**config.mk**
```make
export PLATFORM = sky130hd
export DESIGN_NAME = seq_1001_gen
export DESIGN_NICKNAME = d
export VERILOG_FILES = /design/src/rtl/seq_1001_gen.sv
export SDC_FILE = /design/constraint.sdc
export NUM_CORES = 1
export LEC_CHECK = 0
export CAP_MARGIN = 5
export CORE_AREA = 2 2 65 67
export CTS_CLUSTER_DIAMETER = 40
export DETAILED_ROUTE_END_ITERATION = 10
export DIE_AREA = 0 0 67 69
export PLACE_DENSITY = 0.7
export SYNTH_ARGS = -nofsm -noshare
export SYNTH_HDL_FRONTEND = slang
export SYNTH_SLANG_ARGS = --single-unit
```
**constraint.sdc**
```tcl
create_clock -name clk -period 2.75 [get_ports clk]
set_clock_uncertainty 0.1 [all_clocks]
set_input_delay 0.4125 -clock clk [delete_from_list [all_inputs] [get_ports clk]]
set_output_delay 0.4125 -clock clk [all_outputs]
set_load 0.005 [all_outputs]
```
**src/rtl/seq_1001_gen.sv**
```systemverilog
// Serial pattern transmitter: emits PATTERN MSB first rep_count times, with
// gap_len idle-zero bits between repetitions, then pulses done for one cycle.
module seq_1001_gen #(
    parameter logic [3:0] PATTERN = 4'b1001,
    parameter int         CNT_W   = 8,
    parameter int         GAP_W   = 4
) (
    input  logic             clk,
    input  logic             reset,
    input  logic             start,
    input  logic [CNT_W-1:0] rep_count,
    input  logic [GAP_W-1:0] gap_len,
    output logic             data_out,
    output logic             bit_valid,
    output logic             pattern_end,
    output logic             busy,
    output logic             done
);

    typedef enum logic [1:0] {
        ST_IDLE = 2'd0,
        ST_SEND = 2'd1,
        ST_GAP  = 2'd2,
        ST_FIN  = 2'd3
    } state_t;

    localparam logic [CNT_W-1:0] CNT_ZERO = CNT_W'(0);
    localparam logic [CNT_W-1:0] CNT_ONE  = CNT_W'(1);
    localparam logic [GAP_W-1:0] GAP_ZERO = GAP_W'(0);
    localparam logic [GAP_W-1:0] GAP_ONE  = GAP_W'(1);

    state_t           state_r, state_s;
    logic [1:0]       idx_r, idx_s;
    logic [CNT_W-1:0] remaining_r, remaining_s;
    logic [GAP_W-1:0] gap_len_r, gap_len_s;
    logic [GAP_W-1:0] gap_cnt_r, gap_cnt_s;
    logic             data_s, valid_s, pend_s, busy_s, done_s;

    // Next-state logic; outputs are derived from the next state so the
    // registered outputs always describe the bit currently on the line.
    always_comb begin
        state_s     = state_r;
        idx_s       = idx_r;
        remaining_s = remaining_r;
        gap_len_s   = gap_len_r;
        gap_cnt_s   = gap_cnt_r;
        case (state_r)
            ST_IDLE: begin
                if (start) begin
                    remaining_s = rep_count;
                    gap_len_s   = gap_len;
                    gap_cnt_s   = GAP_ZERO;
                    idx_s       = 2'd3;
                    if (rep_count != CNT_ZERO) begin
                        state_s = ST_SEND;
                    end else begin
                        state_s = ST_FIN;
                    end
                end else begin
                    state_s = ST_IDLE;
                end
            end
            ST_SEND: begin
                if (idx_r != 2'd0) begin
                    idx_s = idx_r - 2'd1;
                end else begin
                    // Last bit of a pattern is on the line this cycle.
                    remaining_s = remaining_r - CNT_ONE;
                    idx_s       = 2'd3;
                    if (remaining_r == CNT_ONE) begin
                        state_s = ST_FIN;
                    end else if (gap_len_r == GAP_ZERO) begin
                        state_s = ST_SEND;
                    end else begin
                        state_s   = ST_GAP;
                        gap_cnt_s = gap_len_r;
                    end
                end
            end
            ST_GAP: begin
                if (gap_cnt_r == GAP_ONE) begin
                    state_s   = ST_SEND;
                    idx_s     = 2'd3;
                    gap_cnt_s = GAP_ZERO;
                end else begin
                    gap_cnt_s = gap_cnt_r - GAP_ONE;
                end
            end
            ST_FIN: begin
                state_s = ST_IDLE;
            end
            default: begin
                state_s = ST_IDLE;
            end
        endcase

        data_s  = (state_s == ST_SEND) ? PATTERN[idx_s] : 1'b0;
        valid_s = (state_s == ST_SEND) || (state_s == ST_GAP);
        pend_s  = (state_s == ST_SEND) && (idx_s == 2'd0);
        busy_s  = valid_s;
        done_s  = (state_s == ST_FIN);
    end

    // State, counters and registered outputs; reset wins over start.
    always_ff @(posedge clk) begin
        if (reset) begin
            state_r     <= ST_IDLE;
            idx_r       <= 2'd0;
            remaining_r <= CNT_ZERO;
            gap_len_r   <= GAP_ZERO;
            gap_cnt_r   <= GAP_ZERO;
            data_out    <= 1'b0;
            bit_valid   <= 1'b0;
            pattern_end <= 1'b0;
            busy        <= 1'b0;
            done        <= 1'b0;
        end else begin
            state_r     <= state_s;
            idx_r       <= idx_s;
            remaining_r <= remaining_s;
            gap_len_r   <= gap_len_s;
            gap_cnt_r   <= gap_cnt_s;
            data_out    <= data_s;
            bit_valid   <= valid_s;
            pattern_end <= pend_s;
            busy        <= busy_s;
            done        <= done_s;
        end
    end

endmodule

```
==> impl_metrics.py, run 1 <==
metrics = {
    "run": {
        "max-cap-violations": 0,
    },
    "clock_network": {
        "htreeDepth": 1,
        "clock-root-buffer": "clkbuf_8",
        "cts_tree": "yes",
        "cts_resized": 0,
        "cts_setup_buffers": 0,
        "insertion_delay_ns": 0.27,
        "cts_made_buffers": 3,
        "cts_buffer_depth": 2,
        "cts.sinks": 24,
        "cts_hold_buf": 0,
        "clk_pin_slew_ns": 0.08,
    },
    "synth": {
        "synth_cell_types": 54,
        "syn_area_per_cell_sq_um": 8.44,
        "ys_warn_count": 0,
        "syn-cell-area_sq_um": 1600,
        "synth_fp_nets": 216,
        "yosys_most_used_dff": "dfxtp_1",
        "synth_edf_count": 0,
        "synthArstFlopShare": 0,
        "ys_ff_latch": 24,
        "synthCells": 189,
        "yosysSeqAreaShare": 0.301,
    },
    "cells_and_area": {
        "layout_common_cells": "24 x dfxtp_1, 19 x clkdlybuf4s50_1, 16 x a21oi_1",
        "final_util": 0.470,
        "fill_cells": 403,
        "final_common_cell": "dfxtp_1",
        "regArea_sq_um": 480,
        "n_antenna_cell": 0,
        "multi_input_comb_area_sq_um": 985,
        "areaGrowthSynthToFinish_pct": 15.2,
        "final_nets": 233,
        "final_design_area_no_fill_sq_um": 1840,
        "drive_above_1_share": 0.103,
    },
    "floorplanning": {
        "start_util": 0.408,
        "die_h_um": 69,
        "fp.dieW_um": 67,
        "fp-row-count": 23,
        "io_pins": 20,
        "core_area_sq_um": 3910,
        "dieArea_sq_um": 4620,
    },
    "critical_path": {
        "path_class": "reg2reg",
        "required_ns": 2.84,
        "worstPathCellList": "inv_1, ha_1, or3_1, a221oi_2, ha_1, nor3b_1",
        "slowest_stage": "or3_1",
        "cpMostUsedCell": "ha_1",
        "critPathArrivalTime_ns": 2.36,
        "cp_num_buf_inv": 1,
        "cp_max_fo": 10,
        "start_kind": "flop",
        "max_stage_delay_ns": 0.45,
        "endpoint_kind": "flop",
        "cp_top_family": "simple AND/OR/NAND/NOR gates",
    },
    "pwr": {
        "power_leakage_nw": 0.697,
        "ir_worst_vdd_mv": 0.335,
        "power_density_nw_per_um2": 814,
    },
    "routing": {
        "finalWirelength_um": 3480,
        "vias": 1404,
        "drt-initial-drc-count": 125,
        "antenna_left": 0,
        "dr.pass1.iters": 4,
        "drcViolationCount": 0,
        "avgViaCountPerCell": 5.53,
        "wire_per_inst_um": 13.7,
    },
    "sta": {
        "setup_viol": 0,
        "layout_min_cycle_time_ns": 2.27,
        "finalCritPeriodShare": 0.825,
        "fmax_ghz": 0.441,
        "setup-tns-final_ns": 0,
        "timing.slew.headroom": 0.580,
        "rsz0062_at_grt": "false",
        "worst_pin_slew_ns": 0.628,
        "hold_violations": 0,
        "drv_slew": 0,
    },
    "outcome": {
        "status": "finished, final reports clean",
    },
    "placed_design": {
        "place_hpwl_um": 2560,
        "port_buffers": 19,
        "post_dp_cell_area_sq_um": 1800,
        "gp_congestion": 0.840,
    },
    "global_route": {
        "antenna_found_initial": 0,
        "grt_pass1_wl_um": 5760,
        "grt_util_all_layers": 0.158,
        "grt_max_degree": 24,
        "overflow": 0,
        "grt_pass1_vias": 1252,
    },
    "min_path": {
        "hold_class": "reg2reg",
    },
}
metal layers:
metal  GRT usage  wire length [um]  up-vias
met5           0                 0        -
met1       0.218              1710      642
met2       0.242              1600       29
met3      0.0294               126        5
li1            -                 -      728
met4      0.0567                43        0
registers in the layout, indices dropped and copies added, names as in the netlist:
name	count
state_r	2
idx_r	2
pattern_end	1
busy	1
gap_len_r	4
remaining_r	8
done	1
gap_cnt_r	4
data_out	1
cell type report:
type / instances / area share
multi-input combinational: 141 / 0.536
clock buffer: 3 / 0.0225
timing repair buffer: 23 / 0.120
inverter: 13 / 0.0265
tap: 50 / 0.0340
sequential: 24 / 0.261
cells in the mapped netlist, types with 2 or more instances:
cell,instances,area (sq um)
a31oi_1,4,25.0
clkbuf_1,3,11.3
nor4_1,2,12.5
or3_1,3,18.8
nor3_2,2,20.0
nor3b_1,3,22.5
buf_2,2,10.0
nand3_1,7,35.0
buf_4,2,15.0
a32o_1,3,30.0
nor3_1,7,35.0
nand4_1,4,25.0
nand2_1,13,48.8
dfxtp_1,24,480
and2_1,3,18.8
ha_1,12,150
inv_1,13,48.8
nor2b_1,4,25.0
and3b_1,2,17.5
buf_6,4,45.0
a21oi_1,16,80.1
nor2_1,13,48.8
o21ai_1,10,50.1
a21boi_0,2,15.0
o22ai_1,2,12.5
worst reg2reg max path: cells and delay by family, from the launching register on:
kind                       cells  cell delay [ns]
and+or+nand+nor                2             0.63
adders and majority gates      2             0.62
DFF                            1             0.41
AOI/OAI and AO/OA              1             0.33
buffers and inverters          1             0.09
logic make-up after synthesis:
kind of cell	Yosys count	share of synthesized area
adder cells (fa/ha/maj)	12	0.0941
AO/OA/AOI/OAI	55	0.247
flip-flops	24	0.301
buffers and inverters	24	0.0816
AND/OR/NAND/NOR	73	0.271
XOR/XNOR	1	0.00549
final timing paths:
check                                    end  cells past startpoint    startpoint  slack, ns
worst min-delay path            gap_len_r[1]                      2  gap_len_r[1]       0.39
worst min register to register  gap_len_r[1]                      2  gap_len_r[1]       0.39
worst max-delay path                data_out                      6    state_r[0]       0.48
worst max register to register      data_out                      6    state_r[0]       0.48
power by group:
group          switching (mW)  internal [mW]
logic                   0.416          0.353
registers              0.0925          0.427
clock network           0.110         0.0982
total                   0.618          0.878
stage by stage:
step	std cells	hold slack, ns	total power [mW]	setup WS [ns]
2_1_floorplan	189	0.356	1.11	0.692
3_3_place_gp	251	0.379	1.29	0.471
3_5_place_dp	251	0.381	1.29	0.480
4_1_cts	254	0.394	1.51	0.475
5_1_grt	254	0.417	1.63	0.357
6_report	254	0.392	1.50	0.481
No activity file was read; power rests on OpenSTA's default activity.
==> inputs of run 2 (changes only) <==
==> constraint.sdc (replaced) <==
create_clock -name clk -period 2.15 [get_ports clk]
set_clock_uncertainty 0.1 [all_clocks]
set_input_delay 0.3225 -clock clk [delete_from_list [all_inputs] [get_ports clk]]
set_output_delay 0.3225 -clock clk [all_outputs]
set_load 0.005 [all_outputs]
==> impl_metrics.py, run 2 (same netlist as run 1, synthesis figures left out) <==
metrics = {
    "outcome": {
        "status": "finished, final reports clean",
    },
    "cells_and_area": {
        "top_register": "remaining_r",
        "fin_cells": 266,
        "final_util": 0.502,
        "regArea_sq_um": 482,
        "layout_common_cells": "23 x dfxtp_1, 19 x clkdlybuf4s50_1, 16 x a21oi_1",
        "largest_reg_flops": 8,
        "top_regs": "remaining_r x8, gap_cnt_r x4, gap_len_r x4",
        "fill_cells": 411,
        "final_design_area_no_fill_sq_um": 1960,
        "areaGrowthSynthToFinish_pct": 23.1,
        "final_common_cell": "dfxtp_1",
        "final_nets": 245,
        "multi_input_comb_area_sq_um": 1020,
        "n_antenna_cell": 0,
        "drive_above_1_share": 0.181,
    },
    "placed_design": {
        "place_hpwl_um": 2660,
        "port_buffers": 19,
        "post_dp_cell_area_sq_um": 1870,
        "dp_slack_ns": 0.0922,
        "dp.cells": 261,
        "gp_congestion": 0.798,
    },
    "critical_path": {
        "worstPathCellList": "inv_1, ha_1, or3_1, a221oi_2, ha_1, nor3b_2",
        "max_stage_delay_ns": 0.41,
        "path_class": "reg2reg",
        "cp_num_buf_inv": 1,
        "required_ns": 2.25,
        "cp_max_fo": 5,
        "endpoint_kind": "flop",
        "cp_top_family": "simple AND/OR/NAND/NOR gates",
        "critPathArrivalTime_ns": 2.14,
        "cpMostUsedCell": "ha_1",
        "slowest_stage": "or3_1",
        "start_kind": "flop",
    },
    "routing": {
        "antenna_left": 0,
        "wire_per_inst_um": 14.1,
        "vias": 1449,
        "drt-initial-drc-count": 87,
        "avgViaCountPerCell": 5.45,
        "finalWirelength_um": 3760,
        "drcViolationCount": 0,
        "dr.pass1.iters": 5,
    },
    "clock_network": {
        "insertion_delay_ns": 0.27,
        "cts_buffer_depth": 2,
        "cts_made_buffers": 3,
        "htreeDepth": 1,
        "clk_pin_slew_ns": 0.08,
        "cts_hold_buf": 0,
        "clock-root-buffer": "clkbuf_8",
        "cts_tree": "yes",
        "cts.sinks": 24,
    },
    "min_path": {
        "hold_class": "reg2reg",
    },
    "global_route": {
        "antenna_found_initial": 0,
        "grt_pass1_wl_um": 6120,
        "grt_pass1_vias": 1322,
        "grt_max_degree": 21,
        "grt_util_all_layers": 0.167,
        "overflow": 0,
    },
    "floorplanning": {
        "fp.dieW_um": 67,
        "die_h_um": 69,
        "dieArea_sq_um": 4620,
        "fp-row-count": 23,
        "io_pins": 20,
        "start_util": 0.408,
        "core_area_sq_um": 3910,
    },
    "sta": {
        "rsz0062_at_grt": "false",
        "worst_pin_slew_ns": 0.417,
        "fmax_ghz": 0.491,
        "hold_violations": 0,
        "setup_viol": 0,
        "drv_slew": 0,
        "setup-tns-final_ns": 0,
        "whs_ns": 0.389,
        "setup_slack_ns": 0.114,
        "layout_min_cycle_time_ns": 2.04,
        "finalCritPeriodShare": 0.947,
        "timing.slew.headroom": 0.721,
    },
    "pwr": {
        "power_leakage_nw": 0.766,
        "ir_worst_vdd_mv": 0.493,
        "power_density_nw_per_um2": 1040,
        "power.total_mw": 2.04,
    },
    "run": {
        "max-cap-violations": 0,
    },
}
## run 2: worst paths after layout
path / from / endpoint / slack, ns / cells past startpoint
hold reg to reg: gap_len_r[1] / gap_len_r[1] / 0.39 / 2
setup reg to reg: state_r[0] / data_out / 0.11 / 6
setup / recovery: state_r[0] / data_out / 0.11 / 6
hold / removal: gap_len_r[1] / gap_len_r[1] / 0.39 / 2
## run 2: layout make-up
cell class | instances | area share
inverters | 13 | 0.0248
flip-flops and latches | 24 | 0.245
multi-input cells | 141 | 0.517
clock buffers | 3 | 0.0210
repair buffers | 35 | 0.160
well taps | 50 | 0.0318
## run 2: report_power, final
part           switching (mW)  internal (mW)  leakage [nW]
registers               0.113          0.547         0.197
logic                   0.573          0.537         0.547
clock network           0.148          0.126        0.0216
## run 2: worst min-delay path: stages, from the launching register on
cell and delay [ns]:
dfxtp_1 0.34, nand2_1 0.06, a21oi_1 0.05
## run 2: per-layer routing
layer | wire length (um) | share of wire | GRT usage | up-vias
met4 | 65 | 0.017 | 0.0635 | 0
met5 | 0 | 0 | 0 | -
li1 | - | - | - | 746
met2 | 1780 | 0.47 | 0.261 | 23
met1 | 1800 | 0.48 | 0.230 | 673
met3 | 107 | 0.028 | 0.0212 | 7
## run 2: repair_timing
item,4_1_cts,5_1_grt
setup buffers,0,2
endpoints found under the setup margin,0,3
gates resized for setup,0,8
